### src/rtl/vxe_vpu_disp_pkg.sv
// Shared definitions for the VPU command dispatcher: FSM states, command
// opcodes, ECU indices and the opcode -> target ECU map.
package vxe_vpu_disp_pkg;

    // Dispatcher FSM states
    typedef enum logic [1:0] {
        ST_IDLE = 2'd0,
        ST_DISP = 2'd1,
        ST_WAIT = 2'd2
    } disp_state_t;

    // Command opcodes (CU_CMD_* definitions)
    localparam logic [4:0] CU_CMD_NOP   = 5'h00;
    localparam logic [4:0] CU_CMD_PROD  = 5'h01;
    localparam logic [4:0] CU_CMD_STORE = 5'h02;
    localparam logic [4:0] CU_CMD_LOAD  = 5'h03;
    localparam logic [4:0] CU_CMD_ACT   = 5'h04;
    localparam logic [4:0] CU_CMD_SYNC  = 5'h05;
    localparam logic [4:0] CU_CMD_MOVE  = 5'h06;

    // ECU indices; ECU_NONE marks ops with no target, ECU_BAD unknown ops
    localparam logic [3:0] ECU_PROD  = 4'd0;
    localparam logic [3:0] ECU_STORE = 4'd1;
    localparam logic [3:0] ECU_LOAD  = 4'd2;
    localparam logic [3:0] ECU_ACT   = 4'd3;
    localparam logic [3:0] ECU_MOVE  = 4'd4;
    localparam logic [3:0] ECU_NONE  = 4'hE;
    localparam logic [3:0] ECU_BAD   = 4'hF;

    localparam int unsigned ECU_MAX = 8;

    // Opcode -> target ECU index (or ECU_NONE / ECU_BAD marker)
    function automatic logic [3:0] cu_cmd_target(input logic [4:0] op);
        logic [3:0] tgt;
        case (op)
            CU_CMD_NOP:   tgt = ECU_NONE;
            CU_CMD_SYNC:  tgt = ECU_NONE;
            CU_CMD_PROD:  tgt = ECU_PROD;
            CU_CMD_STORE: tgt = ECU_STORE;
            CU_CMD_LOAD:  tgt = ECU_LOAD;
            CU_CMD_ACT:   tgt = ECU_ACT;
            CU_CMD_MOVE:  tgt = ECU_MOVE;
            default:      tgt = ECU_BAD;
        endcase
        return tgt;
    endfunction

endpackage

### src/rtl/vxe_vpu_disp_dec.sv
// Opcode decoder: op -> {valid, none, one-hot ECU select}. Targets whose
// index is not below NR_ECU are reported as unknown (neither valid nor none).
module vxe_vpu_disp_dec
    import vxe_vpu_disp_pkg::*;
#(
    parameter int unsigned NR_ECU = 4
) (
    input  logic [4:0]        op,
    output logic              valid,
    output logic              none,
    output logic [NR_ECU-1:0] onehot
);

    logic [3:0] tgt;

    // Map the opcode onto an attached ECU and build its one-hot select
    always_comb begin
        tgt    = cu_cmd_target(op);
        none   = (tgt == ECU_NONE);
        valid  = (tgt != ECU_NONE) && (tgt != ECU_BAD) && (32'(tgt) < NR_ECU);
        onehot = '0;
        for (int unsigned k = 0; k < NR_ECU; k++) begin
            onehot[k] = valid && (tgt == 4'(k));
        end
    end

endmodule

### src/rtl/vxe_vpu_cmd_disp.sv
// VPU command dispatcher: pops the VPU command FIFO, routes each command to
// one ECU with a single-cycle dispatch pulse and waits for that ECU's done.
// Only one command is ever in flight; all ECUs share the registered cmd bus.
// Optional statistics counters: define VXE_VPU_DISP_STATS_EN.
module vxe_vpu_cmd_disp
    import vxe_vpu_disp_pkg::*;
#(
    parameter int unsigned NR_ECU = 4
) (
    input  logic              clk,
    input  logic              nrst,
    input  logic              i_cmd_vld,
    output logic              o_cmd_rd,
    input  logic [4:0]        i_cmd_op,
    input  logic [2:0]        i_cmd_th,
    input  logic [47:0]       i_cmd_pl,
    output logic [NR_ECU-1:0] o_disp,
    output logic [4:0]        o_cmd_op,
    output logic [2:0]        o_cmd_th,
    output logic [47:0]       o_cmd_pl,
    input  logic [NR_ECU-1:0] i_done,
    output logic              o_busy,
    output logic              o_err,
    input  logic              i_err_clr
`ifdef VXE_VPU_DISP_STATS_EN
    ,
    output logic [31:0]       o_stat_cmds,
    output logic [31:0]       o_stat_busy
`endif
);

    disp_state_t       state_q, state_d;
    logic [NR_ECU-1:0] sel_q, sel_d;
    logic              cmd_rd_d;
    logic [NR_ECU-1:0] disp_d;
    logic [4:0]        op_d;
    logic [2:0]        th_d;
    logic [47:0]       pl_d;
    logic              busy_d;
    logic              err_d;
    logic              bad_op;
    logic              stray_done;

    logic              dec_valid;
    logic              dec_none;
    logic [NR_ECU-1:0] dec_onehot;

    vxe_vpu_disp_dec #(
        .NR_ECU (NR_ECU)
    ) u_dec (
        .op     (i_cmd_op),
        .valid  (dec_valid),
        .none   (dec_none),
        .onehot (dec_onehot)
    );

    // Next-state, pop/dispatch strobes, cmd latch and sticky error
    always_comb begin
        state_d  = state_q;
        sel_d    = sel_q;
        cmd_rd_d = 1'b0;
        disp_d   = '0;
        op_d     = o_cmd_op;
        th_d     = o_cmd_th;
        pl_d     = o_cmd_pl;
        bad_op   = 1'b0;

        case (state_q)
            ST_IDLE: begin
                // While o_cmd_rd is high the FIFO still shows the head being
                // consumed, so a new pop waits one cycle.
                if (i_cmd_vld && !o_cmd_rd) begin
                    cmd_rd_d = 1'b1;
                    op_d     = i_cmd_op;
                    th_d     = i_cmd_th;
                    pl_d     = i_cmd_pl;
                    if (dec_valid) begin
                        sel_d   = dec_onehot;
                        state_d = ST_DISP;
                    end else if (!dec_none) begin
                        bad_op = 1'b1;
                    end
                end
            end
            ST_DISP: begin
                disp_d  = sel_q;
                state_d = ST_WAIT;
            end
            ST_WAIT: begin
                if ((i_done & sel_q) != '0) begin
                    state_d = ST_IDLE;
                end
            end
            default: begin
                state_d = ST_IDLE;
            end
        endcase

        if (state_q == ST_WAIT) begin
            stray_done = ((i_done & ~sel_q) != '0);
        end else begin
            stray_done = (i_done != '0);
        end

        if (bad_op || stray_done) begin
            err_d = 1'b1;
        end else if (i_err_clr) begin
            err_d = 1'b0;
        end else begin
            err_d = o_err;
        end

        busy_d = (state_d != ST_IDLE);
    end

    // State and registered outputs
    always_ff @(posedge clk or negedge nrst) begin
        if (!nrst) begin
            state_q  <= ST_IDLE;
            sel_q    <= '0;
            o_cmd_rd <= 1'b0;
            o_disp   <= '0;
            o_cmd_op <= '0;
            o_cmd_th <= '0;
            o_cmd_pl <= '0;
            o_busy   <= 1'b0;
            o_err    <= 1'b0;
        end else begin
            state_q  <= state_d;
            sel_q    <= sel_d;
            o_cmd_rd <= cmd_rd_d;
            o_disp   <= disp_d;
            o_cmd_op <= op_d;
            o_cmd_th <= th_d;
            o_cmd_pl <= pl_d;
            o_busy   <= busy_d;
            o_err    <= err_d;
        end
    end

`ifdef VXE_VPU_DISP_STATS_EN
    // Dispatched-command and busy-cycle counters, cleared with the error flag
    always_ff @(posedge clk or negedge nrst) begin
        if (!nrst) begin
            o_stat_cmds <= '0;
            o_stat_busy <= '0;
        end else if (i_err_clr) begin
            o_stat_cmds <= '0;
            o_stat_busy <= '0;
        end else begin
            if (state_q == ST_DISP) begin
                o_stat_cmds <= o_stat_cmds + 32'd1;
            end
            if (o_busy) begin
                o_stat_busy <= o_stat_busy + 32'd1;
            end
        end
    end
`endif

endmodule

### config.mk
export PLATFORM = sky130hd
export DESIGN_NAME = vxe_vpu_cmd_disp
export DESIGN_NICKNAME = d
export VERILOG_FILES = /design/src/rtl/vxe_vpu_disp_pkg.sv /design/src/rtl/vxe_vpu_disp_dec.sv /design/src/rtl/vxe_vpu_cmd_disp.sv
export SDC_FILE = /design/constraint.sdc
export NUM_CORES = 1
export LEC_CHECK = 0
export CORE_MARGIN = 2
export CORE_UTILIZATION = 41
export DETAILED_ROUTE_END_ITERATION = 8
export HOLD_SLACK_MARGIN = 0.05
export PLACE_DENSITY = 0.8
export SLEW_MARGIN = 15
export SYNTH_ARGS = -nofsm -noshare
export SYNTH_HDL_FRONTEND = slang
export SYNTH_SLANG_ARGS = --single-unit
### constraint.sdc
create_clock -name clk -period 2.3 [get_ports clk]
set_clock_uncertainty 0.15 [all_clocks]
set_input_delay 0.69 -clock clk [delete_from_list [all_inputs] [get_ports clk]]
set_output_delay 0.69 -clock clk [all_outputs]
set_load 0.01 [all_outputs]
==> key figures, run 1 <==
GRT
  • First-pass GRT wire length: around 12 mm
  • Largest net degree at the start of global routing: 70
  • Vias in the first global route: between 2000 and 3000
  • Aggregate global routing overflow: 0
  • Total track usage: 19.7%
  • Antenna violations before repair: 0

Clocking
  • CTS Hold Bufs: 0
  • Clk slew on worst S/H paths: 80 ps
  • TritonCTS Buffers: 9
  • Number of buffers inserted by post-CTS setup repair: 0
  • Clock Sinks: 69
  • Post-CTS sizing: 0
  • Clk buf depth: 2
  • Skew-Pair Late Insertion Delay: about 330 ps
  • H-tree levels: 3
  • CTS tree: yes
  • Root Buffer: clkbuf_8

Worst setup path
  • Worst setup path startpoint: i_cmd_vld
  • Arr. time, crit path: 2180 ps
  • Crit path largest cell delay: 480 ps
  • Worst R2R Start: state_q[0]$_DFF_PN0_
  • CP cell instances: clkdlybuf4s50_1, or4b_4, inv_2, a21oi_1, nor4_1
  • Critical path endpoint category: flip-flop
  • Critical Setup Path Class: in -> reg
  • Max Fanout on Critical Path: 11
  • Worst path required time: approximately 2400 ps
  • Slowest-stage cell, CP: or4b_4
  • Worst setup SP type: input port

Floorplanning
  • Core area: approximately 0.0064 sq mm
  • Vert. Die Dim: roughly 86 um
  • IO Pins: between 100 and 150
  • Initial Utilization: a little over two fifths
  • FP Rows: 29
  • DIE AREA: approximately 0.0073 sq mm
  • Die width: between 80 and 90 um

Outcome
  • Status: finished, final reports clean

Layout
  • Area of the multi-input gates: 916 sq um
  • Most frequent cells in the layout: nand2_1 (171), clkdlybuf4s50_1 (125), dfrtp_1 (69), buf_4 (14), clkbuf_8 (12)
  • Antenna cells: 0
  • FF/Latch Area: 0.00173 sq mm
  • Layout cells sized above 1: between 8 and 9%
  • Fill cell count: ~520
  • Fin util: about two thirds
  • Most common cell after layout, fill and taps aside: nand2_1
  • Area growth from synthesis to layout: 58.8%
  • Fin nets: between 400 and 500

Timing
  • Max-slew headroom: 62.9%
  • Count of final max-slew check failures: 0
  • Fin crit period: between 2000 and 2500 ps
  • RSZ-0062 raised after global routing: false
  • F_max: 0.471 GHz
  • Setup_tns: 0 ps
  • Hold Vio Cnt, Final: 0
  • Final number of setup-violating endpoints: 0
  • Min Hold Slack: between 200 and 250 ps
  • Worst Tran Pin Value: 553 ps
  • Fin crit share: 92.2%

Placed design
  • Gp weighted congestion: between 0.8 and 0.9
  • Input/output buffers: around 130
  • Post-DP HPWL: roughly 5 mm

Power and ir drop
  • Worst ir drop on vdd: roughly 480 uV
  • Leak pwr: about 2.1 nW
  • Pwr Total: around 3.7 mW
  • PwrDens: roughly 840 mW/mm^2

Min path
  • Hold crit path type: in -> async

Route
  • Routed Antenna Nets: 0
  • Initial drt markers: 146
  • Wirelength, routed: 6.85 mm
  • DR pass1 iterations: 4
  • Via count: between 2000 and 2500
  • Number of remaining DRC errors: 0
  • DR WL/cell: 13.3 um
  • Vias per inst: 4.77

Synthesis
  • Synthesized Nets: approximately 360
  • Yosys cell types: 34
  • Yosys reg bits: between 60 and 70
  • Synth Instances: about 290
  • YS warnings: 0
  • Mapped Area: 0.00273 sq mm
  • Seq/Total Area, Yosys: between 60% and 70%
  • Mean area per synthesized cell: 9.29 sq um

Job
  • Maxcap violations: 0
==> report_power, final <==
| group | internal, mW | switching (mW) | leakage [nW] | total (mW) |
|---|---|---|---|---|
| logic | 0.607 | 0.465 | 1.16 | 1.07 |
| clock network | 0.585 | 0.426 | 0.112 | 1.01 |
| registers | 1.44 | 0.130 | 0.854 | 1.57 |
| total | 2.64 | 1.02 | 2.12 | 3.66 |
==> per-stage QoR <==
step           setup slack [ps]  std cells  cell area (sq um)
2_1_floorplan               337        294               2730
3_3_place_gp               -138        498               4130
3_5_place_dp               -171        498               4130
4_1_cts                     168        514               4340
5_1_grt                    80.7        514               4340
6_report                    179        514               4340
==> cell usage after synthesis <==
master       n  area (sq um)
buf_6        2          22.5
and2_1       4          25.0
o21a_1       1          7.51
a32o_1       1          10.0
a21oi_1      1          5.00
inv_2        1          3.75
nor3_1       1          5.00
nor2_1       5          18.8
a211o_1      1          8.76
buf_4        2          15.0
a21boi_0     2          15.0
a21oi_2      1          8.76
nor2b_1      2          12.5
a211oi_1     1          7.51
and3_1       2          12.5
or2_2        1          6.26
o21bai_1     1          7.51
a22o_1       2          17.5
clkbuf_1     5          18.8
nor4_1       1          6.26
o2111ai_1    1          8.76
nor4_2       1          12.5
and4_1       1          8.76
a31o_2       1          8.76
a222oi_1     1          10.0
xnor2_1      1          8.76
inv_1        1          3.75
nand2_1    171           642
or4b_4       1          13.8
or4_1        1          7.51
dfrtp_1     69          1730
o22ai_1      1          6.26
nand3b_1     2          15.0
buf_2        5          25.0
==> flip-flops by register name (all words and copies together) (netlist names) <==
name / cells
o_busy: 1
o_cmd_op: 5
o_cmd_rd: 1
sel_q: 4
state_q: 2
o_disp: 4
o_err: 1
o_cmd_pl: 48
o_cmd_th: 3
==> critical path, delay by kind of cell <==
| kind | cells | cell delay, ps |
|---|---|---|
| simple gates | 2 | 790 |
| buf+inv | 2 | 610 |
| compound gates | 1 | 80 |
==> layout make-up <==
cell class / count / share of cell area, %
clock buffers: 12 / 3.81
clock inverters: 4 / 1.04
inverters: 2 / 0.173
multi-input cells: 209 / 21.1
flip-flops and latches: 69 / 39.8
well taps: 77 / 2.22
repair buffers: 141 / 31.8
==> layer usage <==
metal	up-vias	wire [um]	track usage, %
met4	0	49	5.34
li1	1197	-	-
met1	1155	2790	23.5
met2	93	3480	35.1
met3	9	527	5.29
met5	-	0	0
==> final timing paths <==
| kind | depth (start not counted) | end | slack, ps |
|---|---|---|---|
| max | 5 | sel_q[0]$_DFFE_PN0P_ | 180 |
| min | 2 | o_cmd_rd$_DFF_PN0_ | 210 |
| max reg2reg | 4 | sel_q[0]$_DFFE_PN0P_ | 480 |
| min reg2reg | 2 | o_cmd_pl[11]$_DFFE_PN0P_ | 320 |
| max in group asynchronous | 2 | o_cmd_pl[33]$_DFFE_PN0P_ | 1480 |
| min in group clk | 2 | o_cmd_pl[11]$_DFFE_PN0P_ | 320 |
==> cells by family (layout without fill, tap and decap cells) <==
family	count (synthesis)	in the layout	share of synthesized area [%]
and+or+nand+nor	193	193	28.8
buffers and inverters	16	159	3.25
xor gates and xnor gates	1	1	0.321
DFF	69	69	63.2
AOI/OAI and AO/OA	15	15	4.44
(Power assumes the default switching activity.)
==> inputs of run 2 (changes only) <==
Settings changed: PLACE_DENSITY 0.8 to not set, PLACE_DENSITY_LB_ADDON set to 0.3.
==> key figures, run 2 (synthesized netlist as in run 1, its figures left out) <==
Route
  • DR WL/cell: 13.4 um (was 13.3 um)
  • Wirelength, routed: 6.94 mm (was 6.85 mm)
  • Number of remaining DRC errors: 0 (unchanged)
  • Initial drt markers: 143 (was 146)
  • Routed Antenna Nets: 0 (unchanged)
  • DR pass1 iterations: 9 (was 4)
  • Vias per inst: 4.68 (was 4.77)
  • Via count: 2418 (was 2454)

Layout
  • Most frequent cells in the layout: nand2_1 (171), clkdlybuf4s50_1 (125), dfrtp_1 (69), buf_4 (15), clkbuf_8 (11) (was nand2_1 (171), clkdlybuf4s50_1 (125), dfrtp_1 (69), buf_4 (14), clkbuf_8 (12))
  • Largest registers: o_cmd_pl (48), o_cmd_op (5) (unchanged)
  • Most common cell after layout, fill and taps aside: nand2_1 (unchanged)
  • Max reg flops: 48 (unchanged)
  • Final Non-Filler Cells: 517 (was 514)
  • Antenna cells: 0 (unchanged)
  • Reg with most FFs: o_cmd_pl (unchanged)
  • Fin nets: 499 (was 496)
  • Layout cells sized above 1: 9.09% (was 8.70%)
  • Area growth from synthesis to layout: 59.4% (was 58.8%)

Floorplanning
  • Die width: 85.6 um (unchanged)
  • FP Rows: 29 (unchanged)
  • DIE AREA: 0.00733 sq mm (unchanged)
  • IO Pins: 127 (unchanged)
  • Core area: 0.00639 sq mm (unchanged)
  • Vert. Die Dim: 85.6 um (unchanged)
  • Initial Utilization: 42.8% (unchanged)

Power and ir drop
  • Leak pwr: 2.12 nW (about the same)
  • Pwr Total: 3.54 mW (was 3.66 mW)
  • Worst ir drop on vdd: 485 uV (was 475 uV)
  • PwrDens: 814 mW/mm^2 (was 843 mW/mm^2)

Placed design
  • Dpl cells: 501 (was 498)
  • Post-DP HPWL: 4.95 mm (was 5.00 mm)
  • Gp weighted congestion: 0.749 (was 0.823)
  • Input/output buffers: 126 (unchanged)

Worst setup path
  • Critical path endpoint category: output port (was flip-flop)
  • Crit path largest cell delay: 560 ps (was 480 ps)
  • Worst path required time: 1460 ps (was 2360 ps)
  • CP top delay family: buffers and inverters (was simple AND/OR/NAND/NOR gates)
  • Max Fanout on Critical Path: 2 (was 11)
  • Buf/Inv on CP: 1 (was 2)
  • Arr. time, crit path: 1250 ps (was 2180 ps)
  • Critical Setup Path Class: reg -> out (was in -> reg)
  • CP cell instances: clkdlybuf4s50_1 (was clkdlybuf4s50_1, or4b_4, inv_2, a21oi_1, nor4_1)
  • Worst setup SP type: flip-flop (was input port)
  • Slowest-stage cell, CP: clkdlybuf4s50_1 (was or4b_4)

GRT
  • First-pass GRT wire length: 11.4 mm (was 11.5 mm)
  • Antenna violations before repair: 0 (unchanged)
  • Busiest grt layer: met2 (unchanged)
  • Total track usage: 19.8% (was 19.7%)
  • Largest net degree at the start of global routing: 70 (unchanged)
  • Vias in the first global route: 2499 (was 2550)
  • Aggregate global routing overflow: 0 (unchanged)
  • Global-route met1 utilization: 23.5% (about the same)
  • M2 GR Usage: 33.5% (was 35.1%)
  • M3 GR Usage: 7.03% (was 5.29%)

Clocking
  • TritonCTS Buffers: 9 (unchanged)
  • Number of buffers inserted by post-CTS setup repair: 0 (unchanged)
  • CTS Hold Bufs: 0 (unchanged)
  • Clock Sinks: 69 (unchanged)
  • H-tree levels: 3 (unchanged)
  • Post-CTS sizing: 0 (unchanged)
  • Root Buffer: clkbuf_8 (unchanged)
  • CTS tree: yes (unchanged)
  • Clk slew on worst S/H paths: 70 ps (was 80 ps)
  • Clk buf depth: 2 (unchanged)
  • Skew-Pair Late Insertion Delay: 330 ps (about the same)

Timing
  • Fin crit period: 2090 ps (was 2120 ps)
  • Count of final max-slew check failures: 0 (unchanged)
  • Fin crit share: 91.1% (was 92.2%)
  • Final number of setup-violating endpoints: 0 (unchanged)
  • Hold Vio Cnt, Final: 0 (unchanged)
  • Max-slew headroom: 76.2% (was 62.9%)
  • RSZ-0062 raised after global routing: false (unchanged)
  • F_max: 0.477 GHz (was 0.471 GHz)
  • Worst Tran Pin Value: 357 ps (was 553 ps)

Job
  • Maxcap violations: 0 (unchanged)

Min path
  • Hold crit path type: in -> async (unchanged)

Outcome
  • Status: finished, final reports clean (unchanged)
run 2: changes by cell type in the layout (fill, tap and decap cells not counted):
cell	previous run	this run
buf_4	14	15
bufinv_16	1	0
buf_12	1	3
clkbuf_8	12	11
clkinvlp_4	0	1
clkbuf_1	0	1
run 2: cell type report:
cell class,instances,area [sq um]
fill,486,2030
multi-input combinational,209,916
clock buffer,12,155
clock inverter,4,22.5
timing repair buffer,144,1430
tap,77,96.3
sequential,69,1730
inverter,2,7.51
run 2: report_power, final:
part           switching [mW]  leakage [nW]  internal (mW)
Sequential              0.127         0.854           1.44
Combinational           0.467          1.18          0.625
Clock                   0.435        0.0921          0.445
run 2: metal layers:
layer	vias to the layer above	part of all wire (%)
li1	1200	-
met1	1126	42
met2	83	49
met3	9	7.4
met4	0	1.3
met5	-	0
run 2: worst paths after layout:
kind	from	to	slack [ps]	depth (start not counted)
setup / recovery	o_cmd_pl[0]$_DFFE_PN0P_	o_cmd_pl[0]	210	1
hold / removal	nrst	o_disp[1]$_DFF_PN0_	230	2
min in group clk	o_cmd_op[1]$_DFFE_PN0P_	o_cmd_op[1]$_DFFE_PN0P_	320	2
setup reg to reg	state_q[0]$_DFF_PN0_	o_cmd_pl[13]$_DFFE_PN0P_	530	6
max in group asynchronous	nrst	o_cmd_pl[5]$_DFFE_PN0P_	1500	2
hold reg to reg	o_cmd_op[1]$_DFFE_PN0P_	o_cmd_op[1]$_DFFE_PN0P_	320	2
run 2: metrics by stage:
stage / setup TNS, ps / setup slack (ps) / hold WS, ps / instance area, sq um / util [%]
2_1_floorplan: 0 / 337 / 244 / 2730 / -
3_3_place_gp: -4640 / -99.6 / 307 / 4180 / 65.4
3_5_place_dp: -6760 / -139 / 311 / 4180 / 65.4
4_1_cts: 0 / 194 / 237 / 4350 / 68.2
5_1_grt: 0 / 137 / 238 / 4350 / 68.2
6_report: 0 / 205 / 227 / 4350 / 68.2
